===== src/rtl/uart_tx.sv =====
`default_nettype none
// +----------------------------------------------------------------------------+
// | Module   : uart_tx                                                         |
// | Purpose  : 8N1/8P1/8N2/8P2 UART transmitter with internal baud divider     |
// | Revision : 1.0 - initial release                                           |
// +----------------------------------------------------------------------------+
module uart_tx #(
   parameter int CLK_DIV    = 5208,
   parameter int PARITY_EN  = 0,
   parameter int PARITY_ODD = 0,
   parameter int STOP_BITS  = 1
) (
   input  logic       clk,
   input  logic       rst_n,
   input  logic [7:0] tx_data,
   input  logic       tx_valid,
   output logic       tx_ready,
   output logic       tx_done,
   output logic       busy,
   output logic       Tx
);

   localparam int                  c_baud_w    = (CLK_DIV > 1) ? $clog2(CLK_DIV) : 1;
   localparam logic [c_baud_w-1:0] c_baud_last = c_baud_w'(CLK_DIV - 1);
   localparam logic [c_baud_w-1:0] c_baud_one  = c_baud_w'(1);
   localparam logic [3:0]          c_data_last = 4'd7;
   localparam logic [3:0]          c_stop_last = 4'(STOP_BITS - 1);
   localparam logic                c_par_en    = (PARITY_EN != 0);
   localparam logic                c_par_odd   = (PARITY_ODD != 0);

   localparam logic [2:0] c_st_idle   = 3'd0;
   localparam logic [2:0] c_st_start  = 3'd1;
   localparam logic [2:0] c_st_data   = 3'd2;
   localparam logic [2:0] c_st_parity = 3'd3;
   localparam logic [2:0] c_st_stop   = 3'd4;

   logic [2:0]          r_state;
   logic [2:0]          w_state_nxt;
   logic [c_baud_w-1:0] r_baud_cnt;
   logic [3:0]          r_bit_cnt;
   logic [7:0]          r_shift;
   logic                r_parity;
   logic                r_tx;
   logic                r_ready;
   logic                r_done;
   logic                w_accept;
   logic                w_bit_end;
   logic                w_state_chg;
   logic                w_tx_nxt;
   logic                w_ready_nxt;
   logic                w_done_nxt;

   // r_ready is only ever high in IDLE, so it doubles as the idle qualifier
   assign w_accept    = tx_valid & r_ready;
   assign w_bit_end   = (r_baud_cnt == c_baud_last);
   assign w_state_chg = (w_state_nxt != r_state);

   always_ff @(posedge clk or negedge rst_n) begin
      if (!rst_n) begin
         r_state <= c_st_idle;
         r_tx    <= 1'b1;
         r_ready <= 1'b1;
         r_done  <= 1'b0;
      end else begin
         r_state <= w_state_nxt;
         r_tx    <= w_tx_nxt;
         r_ready <= w_ready_nxt;
         r_done  <= w_done_nxt;
      end
   end

   always_comb begin
      w_state_nxt = r_state;
      case (r_state)
         c_st_idle:   if (w_accept)  w_state_nxt = c_st_start;
         c_st_start:  if (w_bit_end) w_state_nxt = c_st_data;
         c_st_data: begin
            if (w_bit_end && (r_bit_cnt == c_data_last))
               w_state_nxt = c_par_en ? c_st_parity : c_st_stop;
         end
         c_st_parity: if (w_bit_end) w_state_nxt = c_st_stop;
         c_st_stop: begin
            if (w_bit_end && (r_bit_cnt == c_stop_last))
               w_state_nxt = c_st_idle;
         end
         default:     w_state_nxt = c_st_idle;
      endcase
   end

   // Next values of the registered outputs; Tx changes only on bit boundaries
   always_comb begin
      w_tx_nxt    = r_tx;
      w_ready_nxt = r_ready;
      w_done_nxt  = 1'b0;
      case (r_state)
         c_st_idle: begin
            w_tx_nxt    = ~w_accept;
            w_ready_nxt = ~w_accept;
         end
         c_st_start: if (w_bit_end) w_tx_nxt = r_shift[0];
         c_st_data: begin
            if (w_bit_end) begin
               if (r_bit_cnt == c_data_last)
                  w_tx_nxt = c_par_en ? r_parity : 1'b1;
               else
                  w_tx_nxt = r_shift[1];
            end
         end
         c_st_parity: if (w_bit_end) w_tx_nxt = 1'b1;
         c_st_stop: begin
            if (w_bit_end && (r_bit_cnt == c_stop_last)) begin
               w_tx_nxt    = 1'b1;
               w_ready_nxt = 1'b1;
               w_done_nxt  = 1'b1;
            end
         end
         default: begin
            w_tx_nxt    = 1'b1;
            w_ready_nxt = 1'b1;
         end
      endcase
   end

   always_ff @(posedge clk or negedge rst_n) begin
      if (!rst_n) begin
         r_baud_cnt <= '0;
         r_bit_cnt  <= '0;
      end else if (w_state_chg || (r_state == c_st_idle)) begin
         r_baud_cnt <= '0;
         r_bit_cnt  <= '0;
      end else if (w_bit_end) begin
         r_baud_cnt <= '0;
         r_bit_cnt  <= r_bit_cnt + 4'd1;
      end else begin
         r_baud_cnt <= r_baud_cnt + c_baud_one;
      end
   end

   // Parity is captured at accept because the shift register drains during DATA
   always_ff @(posedge clk or negedge rst_n) begin
      if (!rst_n) begin
         r_shift  <= '0;
         r_parity <= 1'b0;
      end else if (w_accept) begin
         r_shift  <= tx_data;
         r_parity <= (^tx_data) ^ c_par_odd;
      end else if ((r_state == c_st_data) && w_bit_end) begin
         r_shift  <= {1'b0, r_shift[7:1]};
      end
   end

   assign Tx       = r_tx;
   assign tx_ready = r_ready;
   assign busy     = ~r_ready;
   assign tx_done  = r_done;

endmodule
`default_nettype wire


===== config.mk =====
export PLATFORM = sky130hd
export DESIGN_NAME = uart_tx
export DESIGN_NICKNAME = d
export VERILOG_FILES = /design/src/rtl/uart_tx.sv
export SDC_FILE = /design/constraint.sdc
export NUM_CORES = 1
export LEC_CHECK = 0
export ABC_CLOCK_PERIOD_IN_PS = 1800
export BUFFER_PORTS_ARGS = -buffer_cell sky130_fd_sc_hd__clkbuf_2
export CORE_MARGIN = 2
export CORE_UTILIZATION = 52
export CTS_CLUSTER_SIZE = 10
export DETAILED_ROUTE_END_ITERATION = 12
export PLACE_DENSITY = 0.74
export SLEW_MARGIN = 5
export SYNTH_ARGS = -nofsm -noshare
export SYNTH_HDL_FRONTEND = slang
export SYNTH_SLANG_ARGS = --single-unit

===== constraint.sdc =====
create_clock -name clk -period 1.8 [get_ports clk]
set_clock_uncertainty 0.2 [all_clocks]
set_input_delay 0.27 -clock clk [delete_from_list [all_inputs] [get_ports clk]]
set_output_delay 0.27 -clock clk [all_outputs]
set_load 0.02 [all_outputs]

==> impl_table.tex, run 1 <==
\begin{tabular}{lr}
\hline
Metric & Value \\
\hline
\multicolumn{2}{l}{\textbf{CTS}} \\
CTS tree & built \\
Clock slew seen by the registers of the worst setup and hold paths & roughly 100 ps \\
Clock buffers created by TritonCTS & 5 \\
Htree depth & 2 \\
\# clock sinks & 31 \\
Source-to-sink clock delay at the later pin of the worst-skew pair & roughly 340 ps \\
Clock Tree Root & sky130\_fd\_sc\_hd\_\_clkbuf\_4 \\
Longest Clk Path Bufs & 2 \\
\multicolumn{2}{l}{\textbf{Finish}} \\
Post-layout instance count excluding filler cells & $\sim$270 \\
Synthesis-to-layout area growth & 37.4\% \\
Utilization after layout & 0.752 \\
Net count of the finished layout & around 230 \\
Number of diodes & 0 \\
Final instance area & 0.00229 mm² \\
Layout cells sized above 1 & 0.353 \\
\multicolumn{2}{l}{\textbf{Timing}} \\
Worst slew margin & 0.699 \\
Max Freq & 533 MHz \\
Min cycle time layout & 1870 ps \\
Summed negative setup slack over all endpoints & -151 ps \\
Number of pins with negative max-slew slack in the final report & 0 \\
Final clock period utilization by the worst path & 1.04 \\
Unrepaired setup endpoints after global routing & yes \\
Worst slew pin tran & about 450 ps \\
Hold violation total from the final report & 0 \\
Setup Viol. Count Final & 5 \\
Final Hold Slack & about 120 ps \\
Least setup slack across all paths after layout & -74.9 ps \\
\multicolumn{2}{l}{\textbf{Power and ir drop}} \\
Largest voltage drop on the vdd net & around 0.7 mV \\
Total power consumption of the routed design & roughly 2.2 mW \\
Total power divided by cell area & around 960 mW/mm² \\
Static leakage & 1.05 nW \\
\multicolumn{2}{l}{\textbf{GRT}} \\
Global-route wire length before repair & 6470 µm \\
Via count of the first global-routing pass & 1455 \\
Initial antenna violation count & 0 \\
Grt total ovfl & 0 \\
Pin count of the biggest net entering global routing & 32 \\
Total GRT Usage & 0.244 \\
\multicolumn{2}{l}{\textbf{Worst setup path}} \\
CP Class & reg -> reg \\
Worst path max stage delay & around 440 ps \\
Largest delay contributor family on the critical path & compound AO/OA/AOI/OAI gates \\
Required time reported for the critical path endpoint & between 1500 and 2000 ps \\
Maximum fanout along the worst path & 4 \\
Library cell contributing the largest single delay on the critical path & sky130\_fd\_sc\_hd\_\_dfrtp\_1 \\
Cell chain of the critical path & ha\_1 > a31oi\_4 > o31ai\_4 > buf\_4 > a2111oi\_4 \\
Worst reg2reg setup slack & -70 ps \\
Worst Path Buf+Inv & 1 \\
CP arrival & about 1900 ps \\
Register-to-Register Path Depth & 5 \\
Startpoint type of the worst setup path & register \\
Worst path depth & 5 \\
Worst setup EP type & register \\
\multicolumn{2}{l}{\textbf{Floorplanning}} \\
Number of primary I/O pins & 15 \\
Total die area & approximately 0.0037 mm² \\
Starting utilization of the core area & 0.547 \\
\# rows & 20 \\
Die Wd & between 60 and 70 µm \\
Die extent in y & $\sim$61 µm \\
Core area & 0.00305 mm² \\
\multicolumn{2}{l}{\textbf{Synth}} \\
Share of the synthesized area in the top cell type & 0.434 \\
Post-synthesis average cell area & roughly 10 µm² \\
EDFF count, synth & 0 \\
Top post-synthesis cells by area & sky130\_fd\_sc\_hd\_\_dfrtp\_1, sky130\_fd\_sc\_hd\_\_xnor2\_1, sky130\_fd\_sc\_hd\_\_nor2\_1 \\
Post-synthesis instance area & 0.00167 mm² \\
Post-synthesis net count & approximately 180 \\
Share of synthesized registers carrying an async set or reset & 1.00 \\
Post-synthesis cell type with the largest combined area & sky130\_fd\_sc\_hd\_\_dfrtp\_1 \\
Top flip-flop cell by instance count after synthesis & sky130\_fd\_sc\_hd\_\_dfrtp\_1 \\
Register bit count reported by yosys & 31 \\
Post-Synthesis Cells & about 170 \\
Yosys Warn Count & 0 \\
Sequential share of the synthesized area & 0.466 \\
Number of distinct library cells after synthesis & 38 \\
\multicolumn{2}{l}{\textbf{Min path}} \\
Worst min path class & in -> reg \\
Hold Path Cell Cnt & 3 \\
\multicolumn{2}{l}{\textbf{Detailed routing}} \\
Iteration-0 DRC count of the detailed router & between 90 and 100 \\
Routed wire per std cell & 15.4 µm \\
Via density per instance & between 5 and 6 \\
Detailed Route WL & just over 4000 µm \\
Detailed-route DRC error count & 0 \\
Post-detailed-route count of antenna-violating nets & 0 \\
Via total after detailed routing & roughly 1500 \\
TritonRoute pass-1 iters & 4 \\
\multicolumn{2}{l}{\textbf{Job}} \\
Max capacitance violation total & 0 \\
\multicolumn{2}{l}{\textbf{Placement}} \\
Cell area after placement & $\sim$0.0020 mm² \\
Routability congestion estimate from global placement & 0.879 \\
Port-buffer cells & 14 \\
Worst slack after detailed placement & -98.5 ps \\
Cells after DPL & $\sim$240 \\
Detailed placer's ending HPWL & 2550 µm \\
\multicolumn{2}{l}{\textbf{Run status}} \\
Failing checks & negative setup slack \\
Outcome & finished with violations \\
\hline
\end{tabular}
kinds of logic after synthesis:
logic type / share of synthesized area
AOI/OAI and AO/OA: 0.142
adders and majority gates: 0.0225
buffers and inverters: 0.0367
DFF: 0.466
xor gates and xnor gates: 0.0682
muxes: 0.0539
and+or+nand+nor: 0.210
report_power, final:
| group | internal (mW) | leakage [nW] | switching, mW |
|---|---|---|---|
| sequential | 0.872 | 0.388 | 0.124 |
| combinational | 0.350 | 0.619 | 0.391 |
| clock | 0.229 | 0.0386 | 0.232 |
registers in the layout, summed over array words and instances (netlist names):
name / cells
r_baud_cnt: 13
r_shift: 8
r_bit_cnt: 4
r_state: 3
Tx: 1
tx_done: 1
tx_ready: 1
Yosys cell counts, drive strengths merged, types with 2 or more instances:
cell and count:
a32oi 2, xor2 2, dfstp 2, buf 2, nor4 4, nor3b 2, nor2 25, nand2 10
nor3 3, xnor2 11, a21oi 10, ha 3, o21ai 4, and3 4, nand4 8, mux2i 9
inv 10, nand3 5, dfrtp 29, a211oi 6, a21boi 2, a31oi 2, clkbuf 2
area by class of cell:
cell class / instances / area [µm²]
Fill cell: 206 / 758
Clock buffer: 8 / 68.8
Tap cell: 44 / 55.1
Inverter: 10 / 37.5
Timing Repair Buffer: 52 / 395
Multi-Input combinational cell: 120 / 956
Sequential cell: 31 / 782
cells in the final DEF, fill, tap and decap left out, types with 2 or more instances in the layout:
master                          count
sky130_fd_sc_hd__buf_4             24
sky130_fd_sc_hd__o21ai_0            2
sky130_fd_sc_hd__nand3_1            4
sky130_fd_sc_hd__mux2i_1            9
sky130_fd_sc_hd__nor3_1             2
sky130_fd_sc_hd__dfstp_2            2
sky130_fd_sc_hd__dfrtp_1           26
sky130_fd_sc_hd__a211oi_2           3
sky130_fd_sc_hd__xor2_1             2
sky130_fd_sc_hd__xnor2_1           11
sky130_fd_sc_hd__ha_1               2
sky130_fd_sc_hd__and3_1             4
sky130_fd_sc_hd__nor4_2             3
sky130_fd_sc_hd__dfrtp_2            3
sky130_fd_sc_hd__clkbuf_8           2
sky130_fd_sc_hd__nor2_1            24
sky130_fd_sc_hd__a21oi_1            9
sky130_fd_sc_hd__clkbuf_2          14
sky130_fd_sc_hd__a211oi_1           3
sky130_fd_sc_hd__dlygate4sd3_1     10
sky130_fd_sc_hd__inv_1             10
sky130_fd_sc_hd__clkbuf_4           5
sky130_fd_sc_hd__nand4_1            7
sky130_fd_sc_hd__nand2_1            9
sky130_fd_sc_hd__buf_6              4
path summary, 6_finish.rpt:
kind | start | endpoint
max | r_bit_cnt[1]$_DFFE_PN0P_ | r_bit_cnt[0]$_DFFE_PN0P_
min | tx_valid | r_state[0]$_DFF_PN0_
max reg2reg | r_bit_cnt[1]$_DFFE_PN0P_ | r_bit_cnt[0]$_DFFE_PN0P_
min reg2reg | Tx$_DFFE_PN1P_ | Tx$_DFFE_PN1P_
max in group asynchronous | rst_n | tx_ready$_DFFE_PN1P_
min in group asynchronous | rst_n | r_bit_cnt[3]$_DFFE_PN0P_
worst reg2reg max path, stage by stage, from the launching register on:
cell and delay [ps]:
sky130_fd_sc_hd__dfrtp_1 440, sky130_fd_sc_hd__ha_1 250, sky130_fd_sc_hd__a31oi_4 250, sky130_fd_sc_hd__o31ai_4 110, sky130_fd_sc_hd__buf_4 170, sky130_fd_sc_hd__a2111oi_4 360
timing repair:
action                                  4_1_cts  5_1_grt
hold buffers                                 10        0
cloned                                        0        0
pin swaps                                     4       14
gates resized for setup                      11       17
endpoints found under the hold margin        37        0
setup buffers                                 2        1
endpoints found under the setup margin       27       28
routing by layer:
metal / GRT usage / wire (µm) / vias to the layer above
met5: 0 / 0 / -
met4: 0.115 / 103 / 0
met3: 0.0661 / 129 / 9
met2: 0.401 / 2090 / 36
met1: 0.298 / 1750 / 704
li1: - / - / 704
Note: power is estimated with default switching activity, not from simulation.
==> inputs of run 2 (changes only) <==
--- a/config.mk
+++ b/config.mk
@@ -5,13 +5,14 @@
 export SDC_FILE = /design/constraint.sdc
 export NUM_CORES = 1
 export LEC_CHECK = 0
+export ABC_AREA = 1
 export ABC_CLOCK_PERIOD_IN_PS = 1800
 export BUFFER_PORTS_ARGS = -buffer_cell sky130_fd_sc_hd__clkbuf_2
 export CORE_MARGIN = 2
-export CORE_UTILIZATION = 52
+export CORE_UTILIZATION = 53
 export CTS_CLUSTER_SIZE = 10
 export DETAILED_ROUTE_END_ITERATION = 12
-export PLACE_DENSITY = 0.74
+export PLACE_DENSITY = 0.75
 export SLEW_MARGIN = 5
 export SYNTH_ARGS = -nofsm -noshare
 export SYNTH_HDL_FRONTEND = slang
==> run 2 against run 1 <==
The run now ends clean; largest power group unchanged; critical path type unchanged; flip-flop and latch count is the same; sequential share of layout area grew 2.0 points; setup slack gained 130 ps; sequential power shrank 27%.
==> impl_table.tex, run 2 <==
\begin{tabular}{lr}
\hline
Metric & Value \\
\hline
\multicolumn{2}{l}{\textbf{Detailed routing}} \\
Detailed-route DRC error count & 0 \\
Via density per instance & between 4 and 5 \\
TritonRoute pass-1 iters & 4 \\
Iteration-0 DRC count of the detailed router & 54 \\
Routed wire per std cell & $\sim$12 µm \\
Detailed Route WL & $\sim$3700 µm \\
Via total after detailed routing & 1542 \\
Post-detailed-route count of antenna-violating nets & 0 \\
\multicolumn{2}{l}{\textbf{Synth}} \\
Share of the synthesized area in the top cell type & 0.424 \\
Yosys Warn Count & 0 \\
Most instantiated library cell after synthesis & sky130\_fd\_sc\_hd\_\_nand2\_1 \\
Post-synthesis instance area & roughly 0.0017 mm² \\
Number of distinct library cells after synthesis & 29 \\
Post-Synthesis Cells & 220 \\
Register bit count reported by yosys & 31 \\
Fraction of synthesized area in multiplexers & 0 \\
Post-synthesis net count & about 230 \\
Share of synthesized registers carrying an async set or reset & 1.00 \\
Post-synthesis cell type with the largest combined area & sky130\_fd\_sc\_hd\_\_dfrtp\_1 \\
EDFF count, synth & 0 \\
Post-synthesis average cell area & 7.77 µm² \\
Post-synthesis share of cell area spent on xor and xnor gates & 0.0461 \\
Dominant combinational cell family by area after synthesis & simple AND/OR/NAND/NOR gates \\
Compound-Gate Fraction of Synth Area & 0.0775 \\
Top post-synthesis cells by area & sky130\_fd\_sc\_hd\_\_dfrtp\_1, sky130\_fd\_sc\_hd\_\_nand2\_1, sky130\_fd\_sc\_hd\_\_nor2\_1 \\
Post-synthesis simple-gate area fraction & 0.329 \\
Top flip-flop cell by instance count after synthesis & sky130\_fd\_sc\_hd\_\_dfrtp\_1 \\
Sequential share of the synthesized area & 0.455 \\
Leading post-synthesis cells by instance count & sky130\_fd\_sc\_hd\_\_nand2\_1, sky130\_fd\_sc\_hd\_\_nor2\_1, sky130\_fd\_sc\_hd\_\_dfrtp\_1 \\
Post-synthesis share of cell area spent on full adders, half adders and majority gates & 0.0219 \\
\multicolumn{2}{l}{\textbf{Worst setup path}} \\
Cell chain of the critical path & ha\_2 > nand2\_4 > nor2\_4 > nand2\_2 > nor2\_4 > nand2\_2 > nand2\_2 > nand2\_4 > nand3\_4 > nor2\_1 \\
Library cell contributing the largest single delay on the critical path & sky130\_fd\_sc\_hd\_\_dfrtp\_1 \\
Launching element of the worst setup path & r\_baud\_cnt[1]\$\_DFF\_PN0\_ \\
Largest delay contributor family on the critical path & simple AND/OR/NAND/NOR gates \\
Worst Path Buf+Inv & 0 \\
Startpoint type of the worst setup path & register \\
Worst path max stage delay & roughly 370 ps \\
CP Class & reg -> reg \\
Worst setup EP type & register \\
Required time reported for the critical path endpoint & 1810 ps \\
Maximum fanout along the worst path & 5 \\
Cell seen most often among critical-path stages & sky130\_fd\_sc\_hd\_\_nand2\_2 \\
Startpoint of the worst register-to-register path & r\_baud\_cnt[1]\$\_DFF\_PN0\_ \\
CP arrival & 1760 ps \\
\multicolumn{2}{l}{\textbf{Floorplanning}} \\
Total die area & roughly 0.0037 mm² \\
Core area & between 0.003 and 0.004 mm² \\
\# rows & 20 \\
Die Wd & between 60 and 70 µm \\
Die extent in y & between 60 and 70 µm \\
Number of primary I/O pins & 15 \\
Starting utilization of the core area & 0.560 \\
\multicolumn{2}{l}{\textbf{GRT}} \\
Total GRT Usage & 0.209 \\
Pin count of the biggest net entering global routing & 32 \\
Via count of the first global-routing pass & around 1400 \\
Grt total ovfl & 0 \\
Initial antenna violation count & 0 \\
Global-route wire length before repair & about 5800 µm \\
\multicolumn{2}{l}{\textbf{Placement}} \\
Detailed placer's ending HPWL & approximately 2300 µm \\
Worst slack after detailed placement & 3.51 ps \\
Cells after DPL & between 200 and 300 \\
Port-buffer cells & 14 \\
Routability congestion estimate from global placement & between 0.8 and 0.9 \\
\multicolumn{2}{l}{\textbf{Timing}} \\
Summed negative setup slack over all endpoints & 0 ps \\
Worst slew pin tran & about 380 ps \\
Number of pins with negative max-slew slack in the final report & 0 \\
Least setup slack across all paths after layout & around 54 ps \\
Max Freq & between 500 and 600 MHz \\
Min cycle time layout & 1750 ps \\
Unrepaired setup endpoints after global routing & yes \\
Worst slew margin & 0.745 \\
Hold violation total from the final report & 0 \\
Final Hold Slack & 50.6 ps \\
Final clock period utilization by the worst path & 0.970 \\
Setup Viol. Count Final & 0 \\
\multicolumn{2}{l}{\textbf{Finish}} \\
Post-layout instance count excluding filler cells & between 300 and 400 \\
Storage cell area & about 780 µm² \\
Count of filler cells inserted in the layout & about 250 \\
Most frequent cells in the layout & sky130\_fd\_sc\_hd\_\_nand2\_1, sky130\_fd\_sc\_hd\_\_dfrtp\_1, sky130\_fd\_sc\_hd\_\_nor2\_1 \\
Number of diodes & 0 \\
Area of combinational cells with multiple inputs & roughly 910 µm² \\
Synthesis-to-layout area growth & 26.3\% \\
Max FFs per register & 13 \\
Net count of the finished layout & between 200 and 300 \\
Reg with most FFs & r\_baud\_cnt \\
Layout cells sized above 1 & 0.301 \\
Largest registers ranked by flip-flop count & r\_baud\_cnt x13, r\_shift x8, r\_bit\_cnt x4 \\
Commonest non-fill, non-tap cell in the layout & sky130\_fd\_sc\_hd\_\_nand2\_1 \\
\multicolumn{2}{l}{\textbf{Run status}} \\
Outcome & completed \\
\multicolumn{2}{l}{\textbf{Power and ir drop}} \\
Static leakage & between 1 and 1.5 nW \\
Largest voltage drop on the vdd net & roughly 0.57 mV \\
Total power consumption of the routed design & $\sim$1.2 mW \\
Total power divided by cell area & 553 mW/mm² \\
\multicolumn{2}{l}{\textbf{CTS}} \\
Source-to-sink clock delay at the later pin of the worst-skew pair & approximately 310 ps \\
Htree depth & 2 \\
\# clock sinks & 31 \\
Clock slew seen by the registers of the worst setup and hold paths & approximately 90 ps \\
Longest Clk Path Bufs & 2 \\
Clock buffers created by TritonCTS & 5 \\
Clock Tree Root & sky130\_fd\_sc\_hd\_\_clkbuf\_4 \\
CTS tree & built \\
\multicolumn{2}{l}{\textbf{Job}} \\
Max capacitance violation total & 0 \\
\multicolumn{2}{l}{\textbf{Min path}} \\
Worst min path class & in -> reg \\
Start point of the worst min-delay path & tx\_data[1] \\
\hline
\end{tabular}
==> run 2: changes by cell type after synthesis, sizes merged, moves of 6 or more <==
cell / change
xnor2: -10
xor2: +6
nand3: +14
nand2: +47
a211oi: -6
nor2: +12
inv: +14
mux2i: -9
==> run 2: repair_timing <==
| action | 4_1_cts | 5_1_grt |
|---|---|---|
| resized for setup | 7 | 18 |
| endpoints found under the hold margin | 30 | 0 |
| cloned | 2 | 0 |
| hold buffers | 2 | 0 |
| setup buffers | 2 | 4 |
| setup endpoints to repair | 18 | 26 |
| pin swaps | 3 | 8 |
==> run 2: area by class of cell <==
cell class	count	area share
inverter	25	0.0435
timing repair buffer	39	0.125
clock buffer	7	0.0209
sequential	31	0.360
clock inverter	1	0.00232
multi-input combinational	163	0.422
tap	44	0.0255
==> run 2: per-stage QoR <==
stage | util | cell area, µm²
after global placement | 0.634 | 1940
after detailed placement | 0.634 | 1940
after global routing | 0.707 | 2160
after CTS | 0.680 | 2080
after floorplan | - | 1710
final | 0.707 | 2160
==> run 2: worst register-to-register path, cell delays in order, from the launching register on <==
cell and delay (ps):
sky130_fd_sc_hd__dfrtp_1 370, sky130_fd_sc_hd__ha_2 220, sky130_fd_sc_hd__nand2_4 70, sky130_fd_sc_hd__nor2_4 110, sky130_fd_sc_hd__nand2_2 70, sky130_fd_sc_hd__nor2_4 150
sky130_fd_sc_hd__nand2_2 80, sky130_fd_sc_hd__nand2_2 80, sky130_fd_sc_hd__nand2_4 90, sky130_fd_sc_hd__nand3_4 140, sky130_fd_sc_hd__nor2_1 60
==> run 2: per-layer routing <==
| metal | GRT usage | part of all wire |
|---|---|---|
| met3 | 0.0490 | 0.036 |
| met4 | 0.0901 | 0.016 |
| met2 | 0.313 | 0.48 |
| met5 | 0 | 0 |
| met1 | 0.291 | 0.47 |
==> run 2: kinds of logic after synthesis <==
kind of cell | after synthesis
AND/OR/NAND/NOR | 127
flip-flops | 31
adder cells (fa/ha/maj) | 3
XOR/XNOR | 9
AO/OA/AOI/OAI | 22
buffers and inverters | 28
==> run 2: final timing paths <==
kind                                       endpoint  slack, ps  cells past startpoint
max reg2reg                r_bit_cnt[3]$_DFFE_PN0P_         50                     10
min in group asynchronous   r_baud_cnt[7]$_DFF_PN0_        290                      3
max                        r_bit_cnt[3]$_DFFE_PN0P_         50                     10
min reg2reg                          Tx$_DFFE_PN1P_        280                      2
min                          r_shift[1]$_DFFE_PN0P_         50                      5
max in group asynchronous      tx_ready$_DFFE_PN1P_        800                      3
==> run 2: power by group <==
group	switching [mW]	total, mW	internal, mW
logic	0.0486	0.0918	0.0432
registers	0.0103	0.727	0.717
clock network	0.222	0.374	0.152
